--- src/rtl/eth_tx_arbiter.sv ---
// Two-requester arbiter in front of eth_axis_tx: grants one requester per frame and muxes header and payload.
// Define ETH_TX_ARB_ROUND_ROBIN_EN for alternating tie-breaks; otherwise requester 0 wins ties.
module eth_tx_arbiter #(
    parameter int DATA_WIDTH = 8
) (
    input  logic                  clk,
    input  logic                  rst,
    input  logic                  req0_hdr_valid,
    output logic                  req0_hdr_ready,
    input  logic [47:0]           req0_dest_mac,
    input  logic [47:0]           req0_src_mac,
    input  logic [15:0]           req0_eth_type,
    input  logic [DATA_WIDTH-1:0] req0_tdata,
    input  logic                  req0_tvalid,
    input  logic                  req0_tlast,
    input  logic                  req0_tuser,
    output logic                  req0_tready,
    input  logic                  req1_hdr_valid,
    output logic                  req1_hdr_ready,
    input  logic [47:0]           req1_dest_mac,
    input  logic [47:0]           req1_src_mac,
    input  logic [15:0]           req1_eth_type,
    input  logic [DATA_WIDTH-1:0] req1_tdata,
    input  logic                  req1_tvalid,
    input  logic                  req1_tlast,
    input  logic                  req1_tuser,
    output logic                  req1_tready,
    output logic                  tx_s_eth_hdr_valid,
    input  logic                  tx_s_eth_hdr_ready,
    output logic [47:0]           tx_s_eth_dest_mac,
    output logic [47:0]           tx_s_eth_src_mac,
    output logic [15:0]           tx_s_eth_type,
    output logic [DATA_WIDTH-1:0] tx_s_eth_payload_axis_tdata,
    output logic                  tx_s_eth_payload_axis_tvalid,
    output logic                  tx_s_eth_payload_axis_tlast,
    output logic                  tx_s_eth_payload_axis_tuser,
    input  logic                  tx_s_eth_payload_axis_tready,
    input  logic                  tx_busy,
    output logic [1:0]            grant
);

    typedef enum logic [1:0] {IDLE, HDR, PAYLOAD} state_t;

    state_t     r_state;
    logic [1:0] r_grant;
    logic       w_sel;
    logic       w_hdr_valid;
    logic       w_tvalid;
    logic       w_tlast;
    logic       w_any_req;
    logic       w_winner;
    logic       w_frame_end;

    assign w_sel       = r_grant[1];
    assign w_hdr_valid = w_sel ? req1_hdr_valid : req0_hdr_valid;
    assign w_tvalid    = w_sel ? req1_tvalid : req0_tvalid;
    assign w_tlast     = w_sel ? req1_tlast : req0_tlast;
    assign w_any_req   = req0_hdr_valid | req1_hdr_valid;
    assign w_frame_end = (r_state == PAYLOAD) && w_tvalid && tx_s_eth_payload_axis_tready && w_tlast;
    assign grant       = r_grant;

`ifdef ETH_TX_ARB_ROUND_ROBIN_EN
    logic r_last_owner;

    // Reset value 1 makes requester 0 the first tie winner.
    always_ff @(posedge clk or posedge rst) begin
        if (rst) begin
            r_last_owner <= 1'b1;
        end else if (w_frame_end) begin
            r_last_owner <= w_sel;
        end
    end

    assign w_winner = (req0_hdr_valid && req1_hdr_valid) ? ~r_last_owner : ~req0_hdr_valid;
`else
    assign w_winner = ~req0_hdr_valid;
`endif

    always_ff @(posedge clk or posedge rst) begin
        if (rst) begin
            r_state <= IDLE;
            r_grant <= 2'b00;
        end else begin
            case (r_state)
                IDLE: begin
                    if (!tx_busy && w_any_req) begin
                        r_grant <= w_winner ? 2'b10 : 2'b01;
                        r_state <= HDR;
                    end
                end
                HDR: begin
                    if (w_hdr_valid && tx_s_eth_hdr_ready) begin
                        r_state <= PAYLOAD;
                    end else if (!w_hdr_valid) begin
                        // Requester withdrew its header: abandon without passing any payload.
                        r_state <= IDLE;
                        r_grant <= 2'b00;
                    end
                end
                PAYLOAD: begin
                    if (w_frame_end) begin
                        r_state <= IDLE;
                        r_grant <= 2'b00;
                    end
                end
                default: begin
                    r_state <= IDLE;
                    r_grant <= 2'b00;
                end
            endcase
        end
    end

    always_comb begin
        tx_s_eth_hdr_valid           = 1'b0;
        tx_s_eth_dest_mac            = '0;
        tx_s_eth_src_mac             = '0;
        tx_s_eth_type                = '0;
        req0_hdr_ready               = 1'b0;
        req1_hdr_ready               = 1'b0;
        tx_s_eth_payload_axis_tdata  = '0;
        tx_s_eth_payload_axis_tvalid = 1'b0;
        tx_s_eth_payload_axis_tlast  = 1'b0;
        tx_s_eth_payload_axis_tuser  = 1'b0;
        req0_tready                  = 1'b0;
        req1_tready                  = 1'b0;
        if (r_state == HDR) begin
            tx_s_eth_hdr_valid = w_hdr_valid;
            tx_s_eth_dest_mac  = w_sel ? req1_dest_mac : req0_dest_mac;
            tx_s_eth_src_mac   = w_sel ? req1_src_mac : req0_src_mac;
            tx_s_eth_type      = w_sel ? req1_eth_type : req0_eth_type;
            req0_hdr_ready     = ~w_sel & tx_s_eth_hdr_ready;
            req1_hdr_ready     = w_sel & tx_s_eth_hdr_ready;
        end
        if (r_state == PAYLOAD) begin
            tx_s_eth_payload_axis_tdata  = w_sel ? req1_tdata : req0_tdata;
            tx_s_eth_payload_axis_tvalid = w_tvalid;
            tx_s_eth_payload_axis_tlast  = w_tlast;
            tx_s_eth_payload_axis_tuser  = w_sel ? req1_tuser : req0_tuser;
            req0_tready                  = ~w_sel & tx_s_eth_payload_axis_tready;
            req1_tready                  = w_sel & tx_s_eth_payload_axis_tready;
        end
    end

endmodule

--- config.mk ---
export PLATFORM = sky130hd
export DESIGN_NAME = eth_tx_arbiter
export DESIGN_NICKNAME = d
export VERILOG_FILES = /design/src/rtl/eth_tx_arbiter.sv
export SDC_FILE = /design/constraint.sdc
export NUM_CORES = 1
export LEC_CHECK = 0
export BUFFER_PORTS_ARGS = -buffer_cell sky130_fd_sc_hd__buf_4
export CORE_AREA = 3 3 146 148
export CTS_CLUSTER_DIAMETER = 120
export CTS_CLUSTER_SIZE = 28
export DETAILED_ROUTE_END_ITERATION = 8
export DIE_AREA = 0 0 149 151
export MAX_ROUTING_LAYER = met4
export PLACE_DENSITY = 0.41
export RECOVER_POWER = 25
export SLEW_MARGIN = 30
export SYNTH_ARGS = -nofsm -noshare
export SYNTH_HDL_FRONTEND = slang
export SYNTH_SLANG_ARGS = --single-unit
--- constraint.sdc ---
create_clock -name clk -period 2.5 [get_ports clk]
set_clock_uncertainty 0.2 [all_clocks]
set_input_delay 0 -clock clk [delete_from_list [all_inputs] [get_ports clk]]
set_output_delay 0 -clock clk [all_outputs]
set_load 0.02 [all_outputs]
==> impl_metrics.yaml <==
synth:
  synthArstFlopShare_pct: 100
  ys_seq_area_share_pct: 4.74
  synth-main-ff-cell: "dfrtp_1"
  netlist.area_leader.share_pct: 59.3
  ys_warn_count: 0
  synth_edf_count: 0
  synth_area_um2: 2110
  synth_common_cells: "nor2_1, mux2i_1, buf_2"
  syn_area_per_cell_um2: 6.90
  synth-seq-cells: 4
  synthCells: 306
  synth_cell_types: 18
  yosysMostFrequentCell: "nor2_1"
  synth.area.top_cells: "mux2i_1, nor2_1, dfrtp_1"
  synth_top_cell_by_area: "mux2i_1"
  syn_nets: 559
worst_setup_path:
  cp_common_cell: "clkbuf_1"
  worstPathRequired_ns: 2.30
  slowest_stage: "clkbuf_1"
  path_cells: "clkbuf_1, mux2i_1, nor2_1, clkbuf_1"
  end_kind: "primary output"
  critPathMaxStageDelay_ns: 0.82
  crit_family: "buffers and inverters"
  cp-start-kind: "flip-flop"
  reg2reg_depth: 4
  critPathKind: "reg2out"
  cp.arrival_ns: 2.06
  cp_max_fo: 15
  crit_buf_inv: 2
  cp.depth: 4
die:
  start_util_pct: 10.5
  die_h_um: 151
  fp.dieW_um: 149
  rows: 52
  pin_count: 383
  dieArea_um2: 22500
  coreArea_um2: 20200
power:
  leakage_nw: 2.78
  power.density_nw_per_um2: 907
  peakVddDrop_mv: 0.475
detailed_routing:
  via_count: 3472
  drc_errors: 0
  first_pass_iters: 4
  drt_iter0_drc: 119
  antenna_left: 0
  wl_um: 14400
  routedWlPerCell_um: 15.2
  avgViaCountPerCell: 3.68
sta:
  slew_headroom_pct: 27.8
  whs_ns: 0.0669
  setup_violations: 0
  rsz0062_at_grt: "no"
  worstMarginPinSlew_ns: 1.08
  hold_viol: 0
  tns_ns: 0
  drv_slew: 0
  period_needed_ns: 2.26
  fin_crit_sh_pct: 90.4
  max_freq_ghz: 0.443
global_routing:
  track_usage_pct: 11.7
  grt_pass1_vias: 3402
  grt_pass1_wl_um: 19900
  grt_overflow: 0
  antenna_found_initial: 0
  grt_max_degree: 63
placement:
  routabilityCongestion: 0.796
  placement.io_buffers: 382
  hpwl_um: 12500
job:
  cap_violations: 0
clock_tree:
  clock-sinks: 4
  clock-root-buffer: "clkbuf_16"
  htree_num_levels: 1
  postCtsSetupBuffers: 0
  numCtsBuffers: 3
  clock_path_buffers: 2
  clk_pin_slew_worst_paths_ns: 0.03
  post_cts_resized: 0
  clock_latency_ns: 0.23
  cts_hold_buf: 4
  cts_tree: "built"
final_layout:
  final_util_pct: 26.5
  diodes: 0
  final_net_count: 928
  area_growth_pct: 153
  drive_gt1_share_pct: 56.7
status:
  status: "complete, no violations"
min_path:
  hold_path.class: "in2async"
==> logic make-up (layout without fill, tap and decap cells) <==
family	after synthesis	count (layout)	synth area share [%]
mux	126	126	59.8
compound gates	4	4	1.48
buf+inv	32	400	6.94
simple gates	140	140	27.0
flops	4	4	4.74
==> flip-flops by register name, indices dropped and copies added (netlist names) <==
signal   flops
grant        2
r_state      2
==> routing by layer <==
metal	up-vias	wire, um	track usage, %
met5	-	0	-
met4	0	212	2.61
met3	10	1260	2.87
met2	212	7380	20.6
met1	1480	5530	13.5
li1	1770	-	-
==> metrics by stage <==
stage                     area (um^2)  power, mW  instances  setup slack [ns]
final                            5340       4.85        944             0.241
after global routing             5340       5.20        944             0.120
after CTS                        5410       5.00        944             0.350
after detailed placement         5290       4.72        936             0.464
after global placement           5290       4.75        936             0.478
after floorplan                  2110       2.78        306             0.439
==> area by class of cell <==
class | instances | area [um^2]
timing repair buffer | 394 | 2940
multi-input combinational | 270 | 1870
clock buffer | 4 | 78.8
inverter | 2 | 7.51
tap | 270 | 338
sequential | 4 | 104
fill | 2261 | 14800
==> cell usage in the layout (no fill, tap or decap), drive strengths merged <==
cell	instances
buf	372
nor2	128
mux2i	125
clkbuf	22
dlygate4sd3	4
a21oi	4
dfrtp	4
inv	2
nand2	2
nand2b	2
nor3	2
and4b	2
nor3b	2
or4	1
or2	1
mux2	1
==> worst paths after layout <==
| kind | slack, ns | end | startpoint |
|---|---|---|---|
| hold reg to reg | 0.32 | grant[0] | grant[0] |
| hold / removal | 0.07 | grant[0] | rst |
| setup / recovery | 0.24 | tx_s_eth_type[14] | grant[1] |
| min in group clk | 0.12 | r_state[0] | req1_hdr_valid |
| max in group asynchronous | 1.83 | grant[1] | rst |
| setup reg to reg | 0.46 | grant[1] | grant[1] |
==> power by group <==
group / leakage (nW) / switching (mW) / internal (mW) / total, mW
combinational: 2.70 / 2.52 / 1.93 / 4.46
sequential: 0.0500 / 0.0322 / 0.0978 / 0.130
clock: 0.0382 / 0.0482 / 0.211 / 0.259
total: 2.78 / 2.60 / 2.24 / 4.85
==> worst min-delay path, cell delays in order <==
cell,delay (ns)
dlygate4sd3_1,0.55
clkbuf_4,0.14
inv_1,0.17
No activity file was read; power rests on OpenSTA's default activity.
